**config.mk**
```make
export PLATFORM = sky130hd
export DESIGN_NAME = hdmi_tmds_decoder
export DESIGN_NICKNAME = d
export VERILOG_FILES = /design/src/rtl/hdmi_pkg.sv /design/src/rtl/hdmi_tmds_lock_fsm.sv /design/src/rtl/hdmi_tmds_decoder.sv
export SDC_FILE = /design/constraint.sdc
export NUM_CORES = 1
export LEC_CHECK = 0
export ABC_AREA = 1
export ABC_CLOCK_PERIOD_IN_PS = 6500
export BUFFER_PORTS_ARGS = -buffer_cell sky130_fd_sc_hd__buf_2
export CORE_MARGIN = 10
export CORE_UTILIZATION = 25
export CTS_BUF_LIST = sky130_fd_sc_hd__clkbuf_16
export DETAILED_ROUTE_END_ITERATION = 8
export PLACE_DENSITY_LB_ADDON = 0.2
export SLEW_MARGIN = 10
export SYNTH_ARGS = -nofsm -noshare
export SYNTH_HDL_FRONTEND = slang
export SYNTH_SLANG_ARGS = --single-unit
```
**constraint.sdc**
```tcl
create_clock -name i_pixclk -period 6.5 [get_ports i_pixclk]
set_input_delay 1.625 -clock i_pixclk [delete_from_list [all_inputs] [get_ports i_pixclk]]
set_output_delay 1.625 -clock i_pixclk [all_outputs]
set_load 0.03 [all_outputs]
```
**src/rtl/hdmi_pkg.sv**
```systemverilog
// Shared TMDS definitions: control tokens, lock FSM state encoding and the
// encoder's transition-minimisation stage (also used by the transmit encoder).
package hdmi_pkg;

   localparam logic [9:0] TOK_C00 = 10'h354;
   localparam logic [9:0] TOK_C01 = 10'h0AB;
   localparam logic [9:0] TOK_C10 = 10'h154;
   localparam logic [9:0] TOK_C11 = 10'h2AB;

   typedef enum logic [1:0] {
      ST_SEARCH    = 2'd0,
      ST_SLIP_WAIT = 2'd1,
      ST_LOCKED    = 2'd2
   } lock_state_e;

   function automatic logic [3:0] popcount8(input logic [7:0] v);
      logic [3:0] n;
      n = 4'd0;
      for (int i = 0; i < 8; i++) n = n + {3'd0, v[i]};
      return n;
   endfunction

   // Returns {q_m[8], q_m[7:0]}; q_m[8]=1 selects the XOR chain.
   function automatic logic [8:0] tmds_transition_min(input logic [7:0] d);
      logic [8:0] q;
      logic [3:0] n1;
      logic       use_xnor;
      n1       = popcount8(d);
      use_xnor = (n1 > 4'd4) || ((n1 == 4'd4) && !d[0]);
      q        = 9'd0;
      q[0]     = d[0];
      for (int i = 1; i < 8; i++)
         q[i] = use_xnor ? ~(q[i-1] ^ d[i]) : (q[i-1] ^ d[i]);
      q[8] = ~use_xnor;
      return q;
   endfunction

endpackage

```
**src/rtl/hdmi_tmds_lock_fsm.sv**
```systemverilog
// Word-alignment lock FSM: counts control-token runs in SEARCH, requests
// bitslips on timeout, and monitors the symbol-error rate while LOCKED.
module hdmi_tmds_lock_fsm #(
   parameter int LOCK_RUN       = 8,
   parameter int SEARCH_TIMEOUT = 2048,
   parameter int SLIP_WAIT      = 16,
   parameter int ERR_WINDOW     = 1024,
   parameter int ERR_LIMIT      = 4
) (
   input  logic i_pixclk,
   input  logic i_reset,
   input  logic i_token,
   input  logic i_sym_err,
   output logic o_locked,
   output logic o_bitslip
);
   import hdmi_pkg::*;

   localparam int TMR_MAX = (SEARCH_TIMEOUT > SLIP_WAIT) ? SEARCH_TIMEOUT : SLIP_WAIT;
   localparam int TW      = $clog2(TMR_MAX + 1);
   localparam int RW      = $clog2(LOCK_RUN + 1);
   localparam int WW      = $clog2(ERR_WINDOW + 1);
   localparam int EW      = $clog2(ERR_LIMIT + 1);

   localparam logic [TW-1:0] TIMEOUT_LAST = TW'(SEARCH_TIMEOUT - 1);
   localparam logic [TW-1:0] WAIT_LAST    = TW'(SLIP_WAIT - 1);
   localparam logic [RW-1:0] RUN_LAST     = RW'(LOCK_RUN - 1);
   localparam logic [WW-1:0] WIN_LAST     = WW'(ERR_WINDOW - 1);
   localparam logic [EW-1:0] ERR_LIM      = EW'(ERR_LIMIT);

   lock_state_e   state_q, state_d;
   logic [TW-1:0] tmr_q, tmr_d;
   logic [RW-1:0] run_q, run_d;
   logic [WW-1:0] win_q, win_d;
   logic [EW-1:0] errc_q, errc_d;
   logic          slip_q, slip_d;
   logic [EW-1:0] errc_sum;

   always_ff @(posedge i_pixclk or posedge i_reset) begin
      if (i_reset) begin
         state_q <= ST_SEARCH;
         tmr_q   <= '0;
         run_q   <= '0;
         win_q   <= '0;
         errc_q  <= '0;
         slip_q  <= 1'b0;
      end else begin
         state_q <= state_d;
         tmr_q   <= tmr_d;
         run_q   <= run_d;
         win_q   <= win_d;
         errc_q  <= errc_d;
         slip_q  <= slip_d;
      end
   end

   always_comb begin
      state_d  = state_q;
      tmr_d    = tmr_q;
      run_d    = run_q;
      win_d    = win_q;
      errc_d   = errc_q;
      slip_d   = 1'b0;
      errc_sum = errc_q + EW'(i_sym_err);
      case (state_q)
         ST_SEARCH: begin
            if (i_token && (run_q == RUN_LAST)) begin
               state_d = ST_LOCKED;
               run_d   = '0;
               tmr_d   = '0;
               win_d   = '0;
               errc_d  = '0;
            end else begin
               run_d = i_token ? run_q + RW'(1) : '0;
               if (tmr_q == TIMEOUT_LAST) begin
                  state_d = ST_SLIP_WAIT;
                  slip_d  = 1'b1;
                  tmr_d   = '0;
                  run_d   = '0;
               end else begin
                  tmr_d = tmr_q + TW'(1);
               end
            end
         end
         ST_SLIP_WAIT: begin
            // The deserializer is realigning; symbols here are meaningless.
            if (tmr_q == WAIT_LAST) begin
               state_d = ST_SEARCH;
               tmr_d   = '0;
               run_d   = '0;
            end else begin
               tmr_d = tmr_q + TW'(1);
            end
         end
         ST_LOCKED: begin
            if (errc_sum == ERR_LIM) begin
               state_d = ST_SEARCH;
               tmr_d   = '0;
               run_d   = '0;
               win_d   = '0;
               errc_d  = '0;
            end else if (win_q == WIN_LAST) begin
               win_d  = '0;
               errc_d = '0;
            end else begin
               win_d  = win_q + WW'(1);
               errc_d = errc_sum;
            end
         end
         default: begin
            state_d = ST_SEARCH;
            tmr_d   = '0;
            run_d   = '0;
         end
      endcase
   end

   assign o_locked  = (state_q == ST_LOCKED);
   assign o_bitslip = slip_q;

endmodule

```
**src/rtl/hdmi_tmds_decoder.sv**
```systemverilog
// Receive-side TMDS channel decoder with lock FSM. Defining HDMI_RX_ERR_CNT_EN
// adds the o_err_cnt port with a saturating invalid-symbol counter.
module hdmi_tmds_decoder #(
   parameter int LOCK_RUN       = 8,
   parameter int SEARCH_TIMEOUT = 2048,
   parameter int SLIP_WAIT      = 16,
   parameter int ERR_WINDOW     = 1024,
   parameter int ERR_LIMIT      = 4
) (
   input  logic        i_pixclk,
   input  logic        i_reset,
   input  logic [9:0]  i_symbol,
   output logic [7:0]  o_data,
   output logic        o_de,
   output logic [1:0]  o_ctrl,
   output logic        o_sym_err,
   output logic        o_locked,
   output logic        o_bitslip
`ifdef HDMI_RX_ERR_CNT_EN
   ,
   output logic [15:0] o_err_cnt
`endif
);
   import hdmi_pkg::*;

   logic [9:0] sym_q, sym_d;
   logic [7:0] data_q, data_d;
   logic       de_q, de_d;
   logic [1:0] ctrl_q, ctrl_d;
   logic       err_q, err_d;

   logic [7:0] raw_bits;
   logic [7:0] vid_byte;
   logic       is_tok;
   logic [1:0] tok_ctrl;
   logic       needs_balance;
   logic       vid_legal;

   always_ff @(posedge i_pixclk or posedge i_reset) begin
      if (i_reset) begin
         sym_q  <= '0;
         data_q <= '0;
         de_q   <= 1'b0;
         ctrl_q <= '0;
         err_q  <= 1'b0;
      end else begin
         sym_q  <= sym_d;
         data_q <= data_d;
         de_q   <= de_d;
         ctrl_q <= ctrl_d;
         err_q  <= err_d;
      end
   end

   always_comb begin
      sym_d    = i_symbol;
      is_tok   = 1'b1;
      tok_ctrl = 2'b00;
      case (sym_q)
         TOK_C00: tok_ctrl = 2'b00;
         TOK_C01: tok_ctrl = 2'b01;
         TOK_C10: tok_ctrl = 2'b10;
         TOK_C11: tok_ctrl = 2'b11;
         default: is_tok   = 1'b0;
      endcase

      raw_bits    = sym_q[9] ? ~sym_q[7:0] : sym_q[7:0];
      vid_byte    = 8'd0;
      vid_byte[0] = raw_bits[0];
      for (int i = 1; i < 8; i++)
         vid_byte[i] = sym_q[8] ? (raw_bits[i] ^ raw_bits[i-1])
                                : ~(raw_bits[i] ^ raw_bits[i-1]);

      // A code is legal only if re-encoding the byte reproduces it exactly;
      // balanced words must also carry the DC-balance bit as ~sym[8].
      needs_balance = (popcount8(raw_bits) == 4'd4) || (popcount8(vid_byte) == 4'd4);
      vid_legal     = (tmds_transition_min(vid_byte) == {sym_q[8], raw_bits}) &&
                      !(needs_balance && (sym_q[9] == sym_q[8]));

      data_d = 8'd0;
      de_d   = 1'b0;
      ctrl_d = ctrl_q;
      err_d  = 1'b0;
      if (is_tok) begin
         ctrl_d = tok_ctrl;
      end else if (vid_legal) begin
         de_d   = 1'b1;
         data_d = vid_byte;
      end else begin
         err_d = 1'b1;
      end
   end

   hdmi_tmds_lock_fsm #(
      .LOCK_RUN      (LOCK_RUN),
      .SEARCH_TIMEOUT(SEARCH_TIMEOUT),
      .SLIP_WAIT     (SLIP_WAIT),
      .ERR_WINDOW    (ERR_WINDOW),
      .ERR_LIMIT     (ERR_LIMIT)
   ) u_lock_fsm (
      .i_pixclk (i_pixclk),
      .i_reset  (i_reset),
      .i_token  (is_tok),
      .i_sym_err(err_d),
      .o_locked (o_locked),
      .o_bitslip(o_bitslip)
   );

   assign o_data    = data_q;
   assign o_de      = de_q;
   assign o_ctrl    = ctrl_q;
   assign o_sym_err = err_q;

`ifdef HDMI_RX_ERR_CNT_EN
   logic [15:0] err_cnt_q, err_cnt_d;

   always_ff @(posedge i_pixclk or posedge i_reset) begin
      if (i_reset) err_cnt_q <= '0;
      else         err_cnt_q <= err_cnt_d;
   end

   // Advances together with o_sym_err and sticks at all-ones.
   always_comb begin
      err_cnt_d = err_cnt_q;
      if (err_d && (err_cnt_q != 16'hFFFF)) err_cnt_d = err_cnt_q + 16'd1;
   end

   assign o_err_cnt = err_cnt_q;
`endif

endmodule

```
==> results of run 1 <==
==> per-stage QoR <==
| step | total power [W] | hold WS, ns |
|---|---|---|
| finish | 0.001008 | 0.4858 |
| global route | 0.001097 | 0.5124 |
| CTS | 0.001035 | 0.4966 |
| detailed placement | 0.0007619 | 0.4750 |
| global placement | 0.0007519 | 0.4637 |
| floorplan | 0.0006705 | 0.4734 |
==> cell usage in the layout (no fill, tap or decap), drive strengths merged, types with 10 or more instances in the layout <==
cell / count
nand4: 10
nand3: 51
nand2: 120
xor2: 22
nor3: 11
buf: 27
inv: 63
dfrtp: 55
ha: 17
nor2: 37
o21ai: 13
==> flip-flops by register name, summed over array words and instances, names as in the netlist <==
name                  flops
u_lock_fsm.errc_q         3
u_lock_fsm.tmr_q         12
u_lock_fsm.win_q         11
sym_q                    10
u_lock_fsm.state_q        2
u_lock_fsm.o_bitslip      1
u_lock_fsm.run_q          4
o_ctrl                    2
o_sym_err                 1
o_data                    8
o_de                      1
==> kinds of logic (layout without fill, tap and decap cells) <==
logic type	Yosys count	count (layout)	synth area share [%]
buffers and inverters	72	97	8.307
flip-flops	55	55	38.39
AO/OA/AOI/OAI	22	22	3.525
XOR/XNOR	27	27	6.597
adder cells (fa/ha/maj)	24	24	9.843
AND/OR/NAND/NOR	235	235	33.33
==> cell usage after synthesis (2+ instances only) <==
library cell / n / area [um^2]
buf_2: 4 / 20.02
nand2_2: 4 / 25.02
nor2_1: 30 / 112.6
a21oi_1: 3 / 15.01
o21ai_1: 12 / 60.06
dfrtp_1: 55 / 1376
nor3_2: 8 / 80.08
nand3_1: 37 / 185.2
or2_2: 3 / 18.77
fa_1: 7 / 140.1
nand4_1: 10 / 62.56
ha_1: 17 / 212.7
or2_1: 2 / 12.51
nor2_4: 3 / 33.78
nand2_1: 115 / 431.7
nand3_4: 3 / 52.55
xor2_1: 22 / 192.7
inv_2: 9 / 33.78
nor2_2: 4 / 25.02
o21bai_1: 2 / 15.01
nor3_1: 2 / 10.01
xnor2_1: 5 / 43.79
buf_4: 4 / 30.03
nand3_2: 11 / 110.1
inv_1: 53 / 198.9
==> layer usage <==
metal  share of wire [%]  track usage (%)  vias up
met2                  41            11.58       31
li1                    -                -     1416
met5                   0                0        -
met4                 1.3            2.935        0
met1                  53            11.21     1228
met3                 4.8            2.518        5
==> worst paths after layout <==
path / cells after the start / startpoint / endpoint
setup / recovery: 23 / sym_q[9] / u_lock_fsm.errc_q[2]
setup reg to reg: 23 / sym_q[9] / u_lock_fsm.errc_q[2]
hold reg to reg: 2 / o_ctrl[0] / o_ctrl[0]
max in group asynchronous: 3 / i_reset / sym_q[8]
hold / removal: 2 / o_ctrl[0] / o_ctrl[0]
min in group asynchronous: 3 / i_reset / o_data[3]
==> power groups by stage <==
stage,Combinational (W),Sequential (W),Clock (W)
after floorplan,0.000224,0.000447,0
after global placement,0.000358,0.000394,0
after detailed placement,0.000368,0.000394,0
after CTS,0.000370,0.000387,0.000278
after global routing,0.000414,0.000391,0.000292
final,0.000358,0.000386,0.000264
==> worst max-delay path, stage by stage, from the launching register on <==
cell,delay (ns)
dfrtp_1,0.65
xor2_1,0.38
xor2_1,0.19
ha_1,0.27
fa_1,0.54
inv_1,0.05
fa_1,0.53
inv_1,0.04
ha_1,0.21
fa_1,0.45
nor2_1,0.16
nand3_1,0.09
nand2_1,0.08
nand2_1,0.05
nand2_1,0.11
a31oi_1,0.12
ha_1,0.21
ha_1,0.19
xor2_1,0.15
nand2_1,0.32
nand2_2,0.14
inv_2,0.23
o21ai_1,0.16
o21ai_1,0.14
==> cell type report <==
class	count	area, um^2	share of cell area (%)
Clock buffer	5	125.1	3.111
Clock inverter	3	11.26	0.2800
Inverter	62	232.7	5.787
Multi-Input combinational cell	308	1911	47.51
Sequential cell	55	1376	34.23
Tap cell	180	225.2	5.600
Timing Repair Buffer	27	140.1	3.485
==> impl_metrics.ini, run 1 <==
[run_status]
status = complete, no violations

[critical_path]
regToRegSetupSlack_ns = 0.96
end_kind = flip-flop
crit_arrival_ns = 5.76
cp-start-kind = flip-flop
path_class = reg2reg
required_ns = 6.72
crit_path_max_fanout = 13

[final_layout]
post-route-cell-area_mm2 = 0.004021
n_antenna_cell = 0
drive_gt1_share_pct = 17.61
fin_util_pct = 28.75
final_cells = 640
finalNetCount = 495
n_fill_cell = 1495
area_growth_pct = 12.18

[clock_network]
clock_latency_ns = 0.30
postCtsSetupBuffers = 0
root_buffer = clkbuf_16
cts_resized = 0
cts_max_path_buffers = 2
h-tree-depth = 2
clock-sinks = 55
numCtsBuffers = 5
cts_hold_buf = 0
tritoncts = yes
clkSlewWorstSetupHoldPaths_ns = 0.07

[logic_synthesis]
ys_seq_area_share_pct = 38.39
synthFlopType = dfrtp_1
synth_cell_types = 35
syn_inst = 435
netlist_area_mm2 = 0.003585
avgSynthCellArea_um2 = 8.241
synth_edf_count = 0
synth_fp_nets = 471
ys_ff_latch = 55
yosys_warnings = 0
async_flop_share_pct = 100.0

[drt]
drc_errors = 0
via_count = 2680
routedWlPerCell_um = 11.94
drt_iter0_markers = 129
wirelength_um = 7640
ant_nets = 0
dr.pass1.iters = 4
via_per_inst = 4.188

[pwr]
p_sw_share_pct = 36.93
p_switching_w = 0.0003723
power_frac_seq_pct = 38.3
powerDensity_mw_per_mm2 = 250.7
ir_drop_mv = 0.1192
p_int_w = 0.0006359
p_clk_share_pct = 26.2
combPwrFrac_pct = 35.5
p_leak_nw = 2.022

[global_route]
grt_overflow = 0
grt_pass1_vias = 2654
antenna_found_initial = 1
grt_pass1_wl_um = 13320
grt_util_all_layers_pct = 8.138
grt_max_degree = 56

[timing]
rsz0062_at_grt = no
fin_crit_sh_pct = 85.19
drv_slew = 0
postLayoutSetupSlackWorst_ns = 0.9626
setup_viol = 0
tightest_slew_ns = 0.7157
relSlewSlack_pct = 52.28
fmax_mhz = 180.6
finalHoldViolCount = 0
skew_ns = 0.008691
fin_crit_ns = 5.537
tns_ns = 0

[floorplan]
core_mm2 = 0.01399
die_h_um = 139.7
die_area_mm2 = 0.01953
dieWidth_um = 139.7
placementRows = 43
io_pins = 26
initial_core_util_pct = 25.63

[min_path]
hold_path_class = reg2reg

[place]
dp.cells = 632
port_buffers = 25
place_congestion = 0.7964
place_area_mm2 = 0.003885
preCtsSetupSlack_ns = 0.9527
post-dp-hpwl_um = 5674

[run]
cap_viol_max_count = 0
Power figures use the tool's default switching activity.
==> run 2, diff against run 1 <==
- SYNTH_HIERARCHICAL: not set -> 1
==> run 2 against run 1 <==
Against the previous run:
- worst setup slack worse by 0.096 ns
- maximum frequency decreased by 1.7%
- synthesized cell count increased by 6.2%
- critical path type unchanged
- largest cell class unchanged
- highest routed layer unchanged
==> impl_metrics.ini, run 2 <==
[clock_network]
cts_hold_buf = 0
clock_latency_ns = 0.31
postCtsSetupBuffers = 0
clock-sinks = 55
cts_resized = 0
h-tree-depth = 2
tritoncts = yes
cts_max_path_buffers = 2
numCtsBuffers = 5
root_buffer = clkbuf_16
clkSlewWorstSetupHoldPaths_ns = 0.08

[logic_synthesis]
async_flop_share_pct = 100.0
avgSynthCellArea_um2 = 7.775
synth_cell_types = 32
synthFlopType = dfrtp_1
synth_edf_count = 0
syn_inst = 462
yosys_warnings = 6
ys_ff_latch = 55
yosysTopAreaCellShare_pct = 38.31
post-synth-top-count-cell = nand2_1
synth_fp_nets = 499
netlist_area_mm2 = 0.003592
ys_seq_area_share_pct = 38.31
synthTopCellsByCount = 141 x nand2_1, 68 x inv_1, 55 x dfrtp_1
yosys.area.top_type = dfrtp_1
synth_area_leaders = dfrtp_1 38%, nand2_1 15%, inv_1 7.1%

[floorplan]
io_pins = 26
die_area_mm2 = 0.01956
die_h_um = 139.9
initial_core_util_pct = 25.68
core_mm2 = 0.01399
placementRows = 43
dieWidth_um = 139.9

[global_route]
antenna_found_initial = 0
grt_pass1_vias = 2871
grt_max_degree = 23
grt_util_all_layers_pct = 8.584
grt_overflow = 0
grt_pass1_wl_um = 14030

[final_layout]
finalNetCount = 527
final_cell_mix = 141 x nand2_1, 68 x inv_1, 55 x dfrtp_1
largest_reg_flops = 12
top_regs = u_lock_fsm/tmr_q: 12 flops, u_lock_fsm/win_q: 11 flops, sym_q: 10 flops
final_common_cell = nand2_1
drive_gt1_share_pct = 13.44
n_antenna_cell = 0
area_growth_pct = 12.37
largest-register = u_lock_fsm/tmr_q

[drt]
routedWlPerCell_um = 12.21
via_per_inst = 4.367
ant_nets = 0
drt_iter0_markers = 177
dr.pass1.iters = 4
drc_errors = 0
wirelength_um = 8193
via_count = 2930

[timing]
fmax_mhz = 177.5
fin_crit_ns = 5.634
whs_ns = 0.5012
fin_crit_sh_pct = 86.67
drv_slew = 0
skew_ns = 0.01543
rsz0062_at_grt = no
tightest_slew_ns = 0.8713
relSlewSlack_pct = 41.85
setup_viol = 0
tns_ns = 0
finalHoldViolCount = 0

[critical_path]
crit_path_max_fanout = 16
crit_slowest_cell = dfrtp_1
worst_path_most_repeated_cell = nand2_1
path_class = reg2reg
critical-path-max-stage-delay_ns = 0.66
required_ns = 6.70
cp-start-kind = flip-flop
end_kind = flip-flop
crit_arrival_ns = 5.83

[place]
place_congestion = 0.7697
post-dp-hpwl_um = 6474
port_buffers = 25

[min_path]
hold_path_class = reg2reg

[pwr]
ir_drop_mv = 0.1189
power_w = 0.001034
p_leak_nw = 2.152
powerDensity_mw_per_mm2 = 256.0

[run_status]
status = complete, no violations

[run]
cap_viol_max_count = 0
[run 2: cell types whose count changed after synthesis, sizes merged, moves of 6 or more]
cell	delta
nand2	+28
o21ai	-7
xor2	-7
nand3	-8
nor2	+13
nand4	+12
inv	+11
nor3	-6
[run 2: worst max-delay path: cells and delay by family, from the launching register on]
kind                     cells  cell delay (ns)
adder cells (fa/ha/maj)      7             2.51
AND/OR/NAND/NOR             13             1.55
flip-flops                   1             0.66
buffers and inverters        6             0.45
AO/OA/AOI/OAI                2             0.36
[run 2: cell families after synthesis]
kind of cell    count (synthesis)  share of synthesized area [%]
simple gates                  269                          34.31
buf+inv                        78                          9.404
flops                          55                          38.31
fa+ha+maj                      25                          9.962
xor+xnor                       21                          5.538
compound gates                 14                          2.473
[run 2: report_power, final]
group / internal, W / leakage [nW] / switching, W
Clock: 0.000144 / 0.0742 / 0.000129
Sequential: 0.000374 / 0.717 / 0.0000144
Combinational: 0.000122 / 1.36 / 0.000249
[run 2: worst paths after layout]
check                           startpoint  cells past startpoint               endpoint  slack [ns]
worst max-delay path              sym_q[9]                     28    u_lock_fsm/win_q[7]        0.87
worst min-delay path             o_ctrl[0]                      2              o_ctrl[0]        0.50
worst max register to register    sym_q[9]                     28    u_lock_fsm/win_q[7]        0.87
worst min register to register   o_ctrl[0]                      2              o_ctrl[0]        0.50
max in group asynchronous          i_reset                      3   u_lock_fsm/tmr_q[11]        4.40
min in group asynchronous          i_reset                      2  u_lock_fsm/state_q[1]        1.39
[run 2: routing by layer]
layer / routed length (um) / vias up / track usage (%)
li1: - / 1497 / -
met1: 3959 / 1384 / 11.23
met2: 3854 / 42 / 13.41
met3: 272 / 7 / 2.007
met4: 106 / 0 / 3.098
met5: 0 / - / 0
[run 2: area by class of cell]
class                   count  area [um^2]
clock buffers               5        125.1
inverters                  73        276.5
clock inverters             3        22.52
flip-flops and latches     55         1376
fillers                  1551         9952
well taps                 180        225.2
repair buffers             26        132.6
multi-input cells         329         1878
[run 2: through the flow]
step           worst slack, ns  util (%)  cells  cell area (um^2)
2_1_floorplan            1.587         -    462              3592
3_3_place_gp             1.032     27.80    663              3889
3_5_place_dp            0.8518     27.80    663              3889
4_1_cts                 0.8413     28.86    671              4036
5_1_grt                 0.4891     28.86    671              4036
6_report                0.8663     28.86    671              4036
==> run 3, diff against run 2 <==
- ABC_CLOCK_PERIOD_IN_PS: 6500 -> 5700
- SETUP_SLACK_MARGIN: not set -> 0.02
- SYNTH_HIERARCHICAL: 1 -> not set
- clock period: 6.5 -> 5.7 ns (I/O delays scaled with it)
==> run 3 against run 2 <==
Against the previous run:
- register-to-register slack got worse by 0.23 ns
- total power increased by 15%
- count of clock-buffer cells in the layout did not move
- clock skew decreased by 0.0088 ns
- global-route usage fell by 0.52 points
- non-clock buffer count rose by 2
- critical path depth decreased by 6
- cell count decreased by 4.5%
- sequential share of layout area down 0.13 points
- sequential power rose by 14%
- clock power is 24% higher
- worst setup slack got worse by 0.23 ns
==> impl_metrics.ini, run 3 (synthesized netlist as in run 1, its figures left out) <==
[timing]
whs_ns = 0.4926
tns_ns = 0
fin_crit_ns = 5.063
tightest_slew_ns = 0.6977
fin_crit_sh_pct = 88.82
rsz0062_at_grt = no
drv_slew = 0
setup_viol = 0
relSlewSlack_pct = 53.48
postLayoutSetupSlackWorst_ns = 0.6374
skew_ns = 0.006674
fmax_mhz = 197.5
finalHoldViolCount = 0

[global_route]
grt_util_all_layers_pct = 8.063
antenna_found_initial = 1
grt_pass1_wl_um = 13380
grt_max_degree = 56
grt_pass1_vias = 2747
grt_overflow = 0

[critical_path]
cp-start-kind = flip-flop
crit_path_max_fanout = 13
end_kind = flip-flop
crit_arrival_ns = 5.24
required_ns = 5.88
path_class = reg2reg

[place]
preCtsSetupSlack_ns = 0.5174
dp.cells = 633
post-dp-hpwl_um = 5658
port_buffers = 25
place_congestion = 0.7709

[final_layout]
n_fill_cell = 1516
area_growth_pct = 13.12
final_cells = 641
final_cell_mix = 115 x nand2_1, 54 x dfrtp_1, 53 x inv_1
largest_reg_flops = 12
largest-register = u_lock_fsm.tmr_q
drive_gt1_share_pct = 18.26
top_regs = u_lock_fsm.tmr_q: 12 flops, u_lock_fsm.win_q: 11 flops, sym_q: 10 flops
final_common_cell = nand2_1
finalNetCount = 496

[clock_network]
postCtsSetupBuffers = 0
clkSlewWorstSetupHoldPaths_ns = 0.07
clock_latency_ns = 0.29
cts_hold_buf = 0
numCtsBuffers = 5
tritoncts = yes
h-tree-depth = 2
clock-sinks = 55
root_buffer = clkbuf_16
cts_max_path_buffers = 2

[pwr]
ir_drop_mv = 0.1020
p_leak_nw = 2.037
powerDensity_mw_per_mm2 = 292.9

[floorplan]
dieWidth_um = 139.7
placementRows = 43
core_mm2 = 0.01399
initial_core_util_pct = 25.63
die_area_mm2 = 0.01953
io_pins = 26
die_h_um = 139.7

[drt]
via_count = 2732
ant_nets = 0
drt_iter0_markers = 135
dr.pass1.iters = 4
wirelength_um = 7564
routedWlPerCell_um = 11.80
via_per_inst = 4.262
drc_errors = 0

[run]
cap_viol_max_count = 0

[run_status]
status = complete, no violations

[min_path]
hold_path_class = reg2reg
run 3: worst paths after layout:
path	start	to	slack, ns	cells past startpoint
hold reg to reg	o_ctrl[0]	o_ctrl[0]	0.49	2
min in group asynchronous	i_reset	u_lock_fsm.win_q[5]	1.33	3
hold / removal	o_ctrl[0]	o_ctrl[0]	0.49	2
setup reg to reg	sym_q[9]	u_lock_fsm.win_q[1]	0.64	22
max in group asynchronous	i_reset	sym_q[9]	3.88	3
setup / recovery	sym_q[9]	u_lock_fsm.win_q[1]	0.64	22
run 3: routing by layer:
layer	share of wire, %	GRT usage, %
met3	4.5	2.280
met2	43	12.35
met5	0	0
met1	52	10.71
met4	0.91	2.391
run 3: layout make-up:
class                           instances  area, um^2  share of cell area, %
Antenna cell                            1       2.502                0.06171
Multi-Input combinational cell        308        1911                  47.12
Inverter                               62       232.7                  5.739
Clock buffer                            5       125.1                  3.085
Timing Repair Buffer                   28       147.6                  3.641
Tap cell                              180       225.2                  5.554
Clock inverter                          2       33.78                 0.8331
Sequential cell                        55        1378                  33.97
run 3: timing repair:
item,CTS,global route
endpoints found under the hold margin,0,0
setup endpoints to repair,0,3
resized for setup,0,1
run 3: power breakdown:
part / internal (W) / leakage [nW] / switching [W] / total (W)
clock: 0.000204 / 0.0811 / 0.000136 / 0.000340
sequential: 0.000427 / 0.716 / 0.0000150 / 0.000442
combinational: 0.000140 / 1.24 / 0.000266 / 0.000406
run 3: through the flow:
step,cell area (um^2),util (%),power (W)
2_1_floorplan,3585,-,0.0007646
3_3_place_gp,3892,27.83,0.0008562
3_5_place_dp,3892,27.83,0.0008634
4_1_cts,4051,28.96,0.001212
5_1_grt,4053,28.97,0.001290
6_report,4055,28.99,0.001188
run 3: worst max-delay path: stages, from the launching register on:
cell and delay [ns]:
dfrtp_2 0.52, xor2_1 0.37, xor2_1 0.20, ha_1 0.27, fa_1 0.53, inv_1 0.05, fa_1 0.53, inv_1 0.04
ha_1 0.21, fa_1 0.44, nor2_1 0.15, nand3_1 0.09, nand2_1 0.08, nand3_1 0.13, a31oi_1 0.25, ha_1 0.18
ha_1 0.15, xor2_1 0.19, nand2_1 0.11, nand2_2 0.10, inv_2 0.12, o21ai_1 0.17, o21ai_1 0.08
